`src/rtl/mc_ctrl_pkg.sv`:
```
// Shared encodings for the multicycle MIPS control FSM.
// Latency: n/a (types, constants and a helper function only).
// Backpressure: n/a.
package mc_ctrl_pkg;

    // Opcodes (IR[31:26]) handled by the control unit
    localparam logic [5:0] OP_RTYPE = 6'h00;
    localparam logic [5:0] OP_LW    = 6'h23;
    localparam logic [5:0] OP_SW    = 6'h2B;
    localparam logic [5:0] OP_BEQ   = 6'h04;
    localparam logic [5:0] OP_J     = 6'h02;
    localparam logic [5:0] OP_ADDI  = 6'h08;

    // FSM state encodings; 12-15 are unused and recover to FETCH
    typedef enum logic [3:0] {
        S_FETCH  = 4'd0,
        S_DECODE = 4'd1,
        S_MEMADR = 4'd2,
        S_MEMRD  = 4'd3,
        S_MEMWB  = 4'd4,
        S_MEMWR  = 4'd5,
        S_EXEC   = 4'd6,
        S_RWB    = 4'd7,
        S_BRANCH = 4'd8,
        S_JUMP   = 4'd9,
        S_ADDIEX = 4'd10,
        S_ADDIWB = 4'd11
    } state_t;

    // ALUOp
    localparam logic [1:0] ALUOP_ADD   = 2'b00;
    localparam logic [1:0] ALUOP_SUB   = 2'b01;
    localparam logic [1:0] ALUOP_FUNCT = 2'b10;
    localparam logic [1:0] ALUOP_ADDI  = 2'b11;

    // ALUSrcB
    localparam logic [1:0] SRCB_B       = 2'b00;
    localparam logic [1:0] SRCB_FOUR    = 2'b01;
    localparam logic [1:0] SRCB_SEXT    = 2'b10;
    localparam logic [1:0] SRCB_SEXT_SH = 2'b11;

    // PCSource
    localparam logic [1:0] PCSRC_ALU    = 2'b00;
    localparam logic [1:0] PCSRC_ALUOUT = 2'b01;
    localparam logic [1:0] PCSRC_JUMP   = 2'b10;

    // Full control vector driven towards the datapath
    typedef struct packed {
        logic       pc_write;
        logic       pc_write_cond;
        logic       i_or_d;
        logic       mem_read;
        logic       mem_write;
        logic       ir_write;
        logic       mem_to_reg;
        logic       reg_dst;
        logic       reg_write;
        logic       alu_src_a;
        logic [1:0] alu_src_b;
        logic [1:0] alu_op;
        logic [1:0] pc_source;
    } ctrl_t;

    function automatic logic is_legal_op(input logic [5:0] op);
        return (op == OP_RTYPE) || (op == OP_LW) || (op == OP_SW) ||
               (op == OP_BEQ)   || (op == OP_J)  || (op == OP_ADDI);
    endfunction

endpackage

```
`src/rtl/mc_ctrl_decode.sv`:
```
// State-to-control decode for the multicycle control FSM.
// Latency: purely combinational.
// Backpressure: FETCH load strobes are held off until mem_ready.
// Ports: state/opcode/mem_ready in; ctrl vector and illegal-opcode flag out.
module mc_ctrl_decode
    import mc_ctrl_pkg::*;
(
    input  state_t     state,
    input  logic [5:0] opcode,
    input  logic       mem_ready,
    output ctrl_t      ctrl,
    output logic       illegal_op
);

    always_comb begin
        ctrl       = '0;
        illegal_op = 1'b0;
        case (state)
            S_FETCH: begin
                ctrl.mem_read  = 1'b1;
                ctrl.alu_src_b = SRCB_FOUR;
                ctrl.alu_op    = ALUOP_ADD;
                ctrl.pc_source = PCSRC_ALU;
                // IR and PC only load once the fetched word is actually there
                ctrl.ir_write  = mem_ready;
                ctrl.pc_write  = mem_ready;
            end
            S_DECODE: begin
                ctrl.alu_src_b = SRCB_SEXT_SH;
                ctrl.alu_op    = ALUOP_ADD;
                illegal_op     = !is_legal_op(opcode);
            end
            S_MEMADR: begin
                ctrl.alu_src_a = 1'b1;
                ctrl.alu_src_b = SRCB_SEXT;
                ctrl.alu_op    = ALUOP_ADD;
            end
            S_MEMRD: begin
                ctrl.mem_read = 1'b1;
                ctrl.i_or_d   = 1'b1;
            end
            S_MEMWB: begin
                ctrl.reg_write  = 1'b1;
                ctrl.mem_to_reg = 1'b1;
            end
            S_MEMWR: begin
                ctrl.mem_write = 1'b1;
                ctrl.i_or_d    = 1'b1;
            end
            S_EXEC: begin
                ctrl.alu_src_a = 1'b1;
                ctrl.alu_src_b = SRCB_B;
                ctrl.alu_op    = ALUOP_FUNCT;
            end
            S_RWB: begin
                ctrl.reg_write = 1'b1;
                ctrl.reg_dst   = 1'b1;
            end
            S_BRANCH: begin
                ctrl.alu_src_a     = 1'b1;
                ctrl.alu_src_b     = SRCB_B;
                ctrl.alu_op        = ALUOP_SUB;
                ctrl.pc_write_cond = 1'b1;
                ctrl.pc_source     = PCSRC_ALUOUT;
            end
            S_JUMP: begin
                ctrl.pc_write  = 1'b1;
                ctrl.pc_source = PCSRC_JUMP;
            end
            S_ADDIEX: begin
                ctrl.alu_src_a = 1'b1;
                ctrl.alu_src_b = SRCB_SEXT;
                ctrl.alu_op    = ALUOP_ADDI;
            end
            S_ADDIWB: begin
                ctrl.reg_write = 1'b1;
            end
            default: ctrl = '0;
        endcase
    end

endmodule

```
`src/rtl/multicycle_control.sv`:
```
// Main control FSM for the multicycle MIPS datapath plus retired-instruction counter.
// Latency: outputs are decoded from the state register in the same cycle.
// Backpressure: FETCH, MEMRD and MEMWR hold until mem_ready.
// Ports: clock/reset_n, opcode/zero/mem_ready in; datapath strobes, mux selects,
//        state (debug), illegal_op pulse and instr_count out.
module multicycle_control
    import mc_ctrl_pkg::*;
#(
    parameter int CNT_W = 32,
    parameter int OP_W  = 6
) (
    input  logic             clock,
    input  logic             reset_n,
    input  logic [OP_W-1:0]  opcode,
    input  logic             zero,
    input  logic             mem_ready,
    output logic             pc_write,
    output logic             pc_write_cond,
    output logic             i_or_d,
    output logic             mem_read,
    output logic             mem_write,
    output logic             ir_write,
    output logic             mem_to_reg,
    output logic             reg_dst,
    output logic             reg_write,
    output logic             alu_src_a,
    output logic [1:0]       alu_src_b,
    output logic [1:0]       alu_op,
    output logic [1:0]       pc_source,
    output logic [3:0]       state,
    output logic             illegal_op,
    output logic [CNT_W-1:0] instr_count
);

    state_t             state_q, state_d;
    logic [CNT_W-1:0]   cnt_q, cnt_d;
    logic               retire;
    logic [5:0]         op;
    ctrl_t              ctrl_raw, ctrl;
    logic               illegal_raw;
    // zero is combined with pc_write_cond in the datapath, not here
    logic               unused_zero;

    assign op          = opcode[5:0];
    assign unused_zero = zero;

    mc_ctrl_decode u_decode (
        .state      (state_q),
        .opcode     (op),
        .mem_ready  (mem_ready),
        .ctrl       (ctrl_raw),
        .illegal_op (illegal_raw)
    );

    always_comb begin
        state_d = S_FETCH;
        retire  = 1'b0;
        case (state_q)
            S_FETCH:  state_d = mem_ready ? S_DECODE : S_FETCH;
            S_DECODE: begin
                case (op)
                    OP_RTYPE:     state_d = S_EXEC;
                    OP_LW, OP_SW: state_d = S_MEMADR;
                    OP_BEQ:       state_d = S_BRANCH;
                    OP_J:         state_d = S_JUMP;
                    OP_ADDI:      state_d = S_ADDIEX;
                    default:      state_d = S_FETCH; // illegal: dropped, not retired
                endcase
            end
            S_MEMADR: state_d = (op == OP_LW) ? S_MEMRD : S_MEMWR;
            S_MEMRD:  state_d = mem_ready ? S_MEMWB : S_MEMRD;
            S_MEMWB:  retire  = 1'b1;
            S_MEMWR: begin
                state_d = mem_ready ? S_FETCH : S_MEMWR;
                retire  = mem_ready;
            end
            S_EXEC:   state_d = S_RWB;
            S_RWB:    retire  = 1'b1;
            S_BRANCH: retire  = 1'b1;
            S_JUMP:   retire  = 1'b1;
            S_ADDIEX: state_d = S_ADDIWB;
            S_ADDIWB: retire  = 1'b1;
            default:  state_d = S_FETCH;
        endcase
    end

    assign cnt_d = retire ? cnt_q + CNT_W'(1) : cnt_q;

    always_ff @(posedge clock or negedge reset_n) begin
        if (!reset_n) begin
            state_q <= S_FETCH;
            cnt_q   <= '0;
        end else begin
            state_q <= state_d;
            cnt_q   <= cnt_d;
        end
    end

    // The state register already sits in FETCH during reset, so the FETCH
    // strobes must be masked here to keep memory and IR quiet.
    assign ctrl = reset_n ? ctrl_raw : '0;

    assign pc_write      = ctrl.pc_write;
    assign pc_write_cond = ctrl.pc_write_cond;
    assign i_or_d        = ctrl.i_or_d;
    assign mem_read      = ctrl.mem_read;
    assign mem_write     = ctrl.mem_write;
    assign ir_write      = ctrl.ir_write;
    assign mem_to_reg    = ctrl.mem_to_reg;
    assign reg_dst       = ctrl.reg_dst;
    assign reg_write     = ctrl.reg_write;
    assign alu_src_a     = ctrl.alu_src_a;
    assign alu_src_b     = ctrl.alu_src_b;
    assign alu_op        = ctrl.alu_op;
    assign pc_source     = ctrl.pc_source;
    assign state         = state_q;
    assign illegal_op    = reset_n & illegal_raw;
    assign instr_count   = cnt_q;

endmodule

```
`config.mk`:
```
export PLATFORM = sky130hd
export DESIGN_NAME = multicycle_control
export DESIGN_NICKNAME = d
export VERILOG_FILES = /design/src/rtl/mc_ctrl_pkg.sv /design/src/rtl/mc_ctrl_decode.sv /design/src/rtl/multicycle_control.sv
export SDC_FILE = /design/constraint.sdc
export NUM_CORES = 1
export LEC_CHECK = 0
export CAP_MARGIN = 20
export CORE_MARGIN = 4
export CORE_UTILIZATION = 44
export CTS_BUF_LIST = sky130_fd_sc_hd__clkbuf_2
export DETAILED_ROUTE_END_ITERATION = 8
export HOLD_SLACK_MARGIN = 0.15
export PLACE_DENSITY = 0.78
export SLEW_MARGIN = 0
export SYNTH_ARGS = -nofsm -noshare
export SYNTH_HDL_FRONTEND = slang
export SYNTH_SLANG_ARGS = --single-unit
```
`constraint.sdc`:
```
create_clock -name clock -period 1.6 [get_ports clock]
set_input_delay 0.32 -clock clock [delete_from_list [all_inputs] [get_ports clock]]
set_output_delay 0.32 -clock clock [all_outputs]
set_load 0.1 [all_outputs]
```
==> results.toml, run 1 <==
[yosys]
synth-seq-cells = 36
syn-num-nets = 230
yosysSeqAreaShare_pct = 42.1
synth_area_um2 = 2140
avgSynthCellArea_um2 = 9.77
synth_ff_type = "dfrtp_1"
yosys.cell_types.count = 46
async_flop_share_pct = 100
yosys_warnings = 0
synthCells = 219
synth_edf_count = 0

[placed_design]
placed_cells = 391
hpwl_um = 5420
portBuffers = 61
placed_cell_area_um2 = 4020
place_congestion = 0.794

[sta]
worst_path_end_type = "primary output"
grt_worst_setup_endpoint = "pc_write"

[status]
status = "aborted with a tool error"
lastStage = "global routing (5_1_grt)"
error_line = "[ERROR DPL-0038] Utilization greater than 100%, impossible to legalize"

[die]
dieWidth_um = 77.7
dieHeight_um = 77.7
rows = 25
num_io_pins = 63
start_util_pct = 45.3

[clocking]
cts_buffers = 5
cts_root_buf = "clkbuf_2"
cts.sinks = 36
clock_path_buffers = 2
htreeDepth = 2

[global_routing]
grt_max_degree = 24
==> synthesized netlist by cell type, drive strengths merged (2+ instances only) <==
library cell / count / area [um2]
a21oi: 3 / 15.0
nor4b: 2 / 23.8
nor2b: 5 / 38.8
o21ai: 6 / 30.0
and4: 2 / 17.5
nor3b: 2 / 20.0
nor2: 22 / 82.6
clkbuf: 4 / 15.0
nand3: 13 / 75.1
or3: 5 / 31.3
nand2b: 4 / 25.0
xor2: 18 / 158
buf: 8 / 60.1
nand4: 9 / 77.6
inv: 6 / 22.5
and2: 2 / 15.0
o311ai: 2 / 17.5
dfrtp: 36 / 901
and3: 5 / 31.3
nand2: 15 / 56.3
nand3b: 2 / 15.0
xnor2: 16 / 140
nor4: 5 / 76.3
nor3: 17 / 110
==> cell families after synthesis <==
kind of cell    count (synthesis)  synth area share [%]
simple gates                  112                  33.2
flops                          36                  42.1
xor+xnor                       34                  13.9
buf+inv                        18                  4.56
compound gates                 16                  4.62
mux                             2                 0.994
fa+ha+maj                       1                 0.585
==> stage by stage <==
stage | setup slack, ns | util (%)
CTS | -0.653 | 94.3
detailed placement | -0.652 | 85.1
floorplan | -1.36 | -
global placement | -0.455 | 85.1
==> repair_timing <==
item                                    CTS
resized for setup                        53
endpoints found under the setup margin   51
buffers inserted                         18
hold buffers                              2
hold endpoints to repair                 13
pin swaps                                32
==> run 2, diff against run 1 <==
- CORE_UTILIZATION: 44 -> 40
- CTS_BUF_LIST: sky130_fd_sc_hd__clkbuf_2 -> unset
- HOLD_SLACK_MARGIN: 0.15 -> unset
- PLACE_DENSITY: 0.78 -> unset
- PLACE_DENSITY_LB_ADDON: unset -> 0.15
- clock period: 1.6 -> 2.1 ns (I/O delays scaled with it)
==> results.toml, run 2 <==
[status]
status = "completed"

[worst_setup_path]
r2r_end = "instr_count[15]$_DFFE_PN0P_"
reg2reg_depth = 6
cp-end-kind = "output port"
start_kind = "register"
rrSetupSlack_ns = 0.12
crit_chain = "buf_12 -> nor4_2 -> a31oi_2 -> nor2b_4 -> buf_12"
worst_path_largest_cell_delay_ns = 0.52
path_buf_inv = 2
cp-startpoint = "state[3]$_DFF_PN0_"
worstPathMaxFanout = 7
criticalPathCategory = "register to output port"
critPathCapture = "reg_write"
path_common_cell = "buf_12"
reg2reg_from = "state[2]$_DFF_PN0_"
slowest_stage = "dfrtp_4"
crit_family = "flip-flops"
critical_path_arrival_ns = 1.66
path_depth = 5
critPathRequiredTime_ns = 1.68

[global_routing]
antenna_found_initial = 0
gr-usage-met1_pct = 21.2
grt_use_total_pct = 17.0
top_usage_layer = "met2"
grt_pass1_wl_um = 8740
overflow = 0
globalRouteMet3Util_pct = 2.77
grt_max_degree = 27
grt_pass1_vias = 1878
grt_use_met2_pct = 30.0

[power]
swShare_pct = 41.2
finalPower_mw = 2.37
leakagePower_nw = 1.54
seqPwrFrac_pct = 34.1
ir_worst_vdd_mv = 0.444
powerDensity_nw_per_um2 = 674
p_int_mw = 1.40
pwr-share-comb_pct = 40.7
switchingPower_mw = 0.977
p_clk_share_pct = 25.3

[yosys]
yosys.cell_types.count = 46
synthCells = 219
synth-seq-cells = 36
yosys.cell_count.top_type = "dfrtp_1"
syn-num-nets = 230
synth_ff_type = "dfrtp_1"
synthTopCellsByCount = "dfrtp_1, nor2_1, xor2_1"
synth_edf_count = 0
yosysSeqAreaShare_pct = 42.1
avgSynthCellArea_um2 = 9.77
async_flop_share_pct = 100
yosys-top-cells-area = "dfrtp_1, xor2_1, xnor2_1, nor2_1, nor4_4"
synth_area_leader_cell = "dfrtp_1"
synth_top_area_share_pct = 42.1
synth_area_um2 = 2140
yosys_warnings = 0

[placed_design]
placed_cell_area_um2 = 3220
place_congestion = 0.855
hpwl_um = 4030
pre_cts_slack_ns = -0.240
portBuffers = 61
placed_cells = 356

[sta]
period_share_pct = 98.9
setup_slack_ns = 0.0230
worst_pin_slew_ns = 0.359
slew_violations = 0
finalCriticalPeriod_ns = 2.08
setup_tns_ns = 0
hold_viol = 0
rsz0062_at_grt = "true"
fmax_mhz = 481
setup_viol = 0
finalClockSkew_ns = 0.00419
maxSlewHeadroom_pct = 75.9

[die]
start_util_pct = 41.6
dieWidth_um = 81.1
rows = 26
num_io_pins = 63
die_area_um2 = 6580
dieHeight_um = 81.1
core-area_um2 = 5140

[hold_path]
hold_class = "primary input to async pin"

[clocking]
cts.clk_slew.worst_paths_ns = 0.08
clock_path_buffers = 2
clkLatencyLatePin_ns = 0.28
htreeDepth = 2
cts_buffers = 5
cts_root_buf = "clkbuf_8"
cts_tree = "done"
cts.sinks = 36

[layout]
layout_common_cells = "buf_4, buf_12, dfrtp_2, xor2_1"
layout_commonest_cell = "buf_4"
antenna_cells = 0
drive_above_1_share_pct = 52.1
fin_area_um2 = 3520
finalNetCount = 321
final_cells = 381
nFillCells = 396
areaGrowthSynthToFinish_pct = 64.6
largest_reg_flops = 32

[route]
firstDrtPassIters = 4
wl_um = 5440
via_per_inst = 5.06
ant_nets = 0
drtIter0Drc = 30
drc = 0
wl_per_cell_um = 14.3
vias = 1929

[job]
cap_violations = 0
==> run 2: what timing repair did <==
action,CTS,global route
hold buffers,0,0
setup buffers,8,8
pin swaps,4,4
setup endpoints to repair,10,10
gates resized for setup,11,8
cloned,0,1
endpoints found under the hold margin,0,0
==> run 2: logic make-up (layout without fill, tap and decap cells) <==
kind of cell,after synthesis,in the layout,synth area share [%]
flops,36,36,42.1
mux,2,2,0.994
xor+xnor,34,34,13.9
fa+ha+maj,1,1,0.585
buf+inv,18,110,4.56
compound gates,16,16,4.62
simple gates,112,112,33.2
==> run 2: power groups by stage <==
stage                     clock network (mW)  logic, mW  registers, mW
after floorplan                            0      0.346           1.12
after global placement                     0      0.899          0.838
after detailed placement                   0      0.906          0.838
after CTS                              0.613      0.954          0.809
after global routing                   0.646       1.01          0.820
final                                  0.600      0.965          0.809
==> run 2: final cells by class <==
class | count | area, um2 | share of cell area, %
inverter | 6 | 26.3 | 0.746
clock inverter | 3 | 42.5 | 1.21
multi-input combinational | 165 | 1310 | 37.2
tap | 70 | 87.6 | 2.49
clock buffer | 5 | 68.8 | 1.95
sequential | 36 | 942 | 26.7
timing repair buffer | 96 | 1040 | 29.6
==> run 2: worst min-delay path by stage <==
stage	from	end	slack [ns]	depth (start not counted)
CTS	reset_n	state[3]$_DFF_PN0_	0.26	2
finish	reset_n	state[3]$_DFF_PN0_	0.26	2
global route	reset_n	state[3]$_DFF_PN0_	0.27	2
detailed placement	instr_count[31]$_DFFE_PN0P_	instr_count[31]$_DFFE_PN0P_	0.47	1
global placement	instr_count[15]$_DFFE_PN0P_	instr_count[15]$_DFFE_PN0P_	0.46	1
floorplan	reset_n	instr_count[0]$_DFFE_PN0P_	0.12	0
==> run 2: metal layers <==
metal	vias up	wire, um
li1	941	-
met1	937	2280
met2	47	2870
met3	4	243
met4	0	51
met5	-	0
==> run 2: metrics by stage <==
stage,hold slack (ns),util [%]
finish,0.256,68.5
global route,0.267,68.5
CTS,0.261,66.1
detailed placement,0.467,62.6
global placement,0.465,62.6
floorplan,0.124,-
Power figures use the tool's default switching activity.
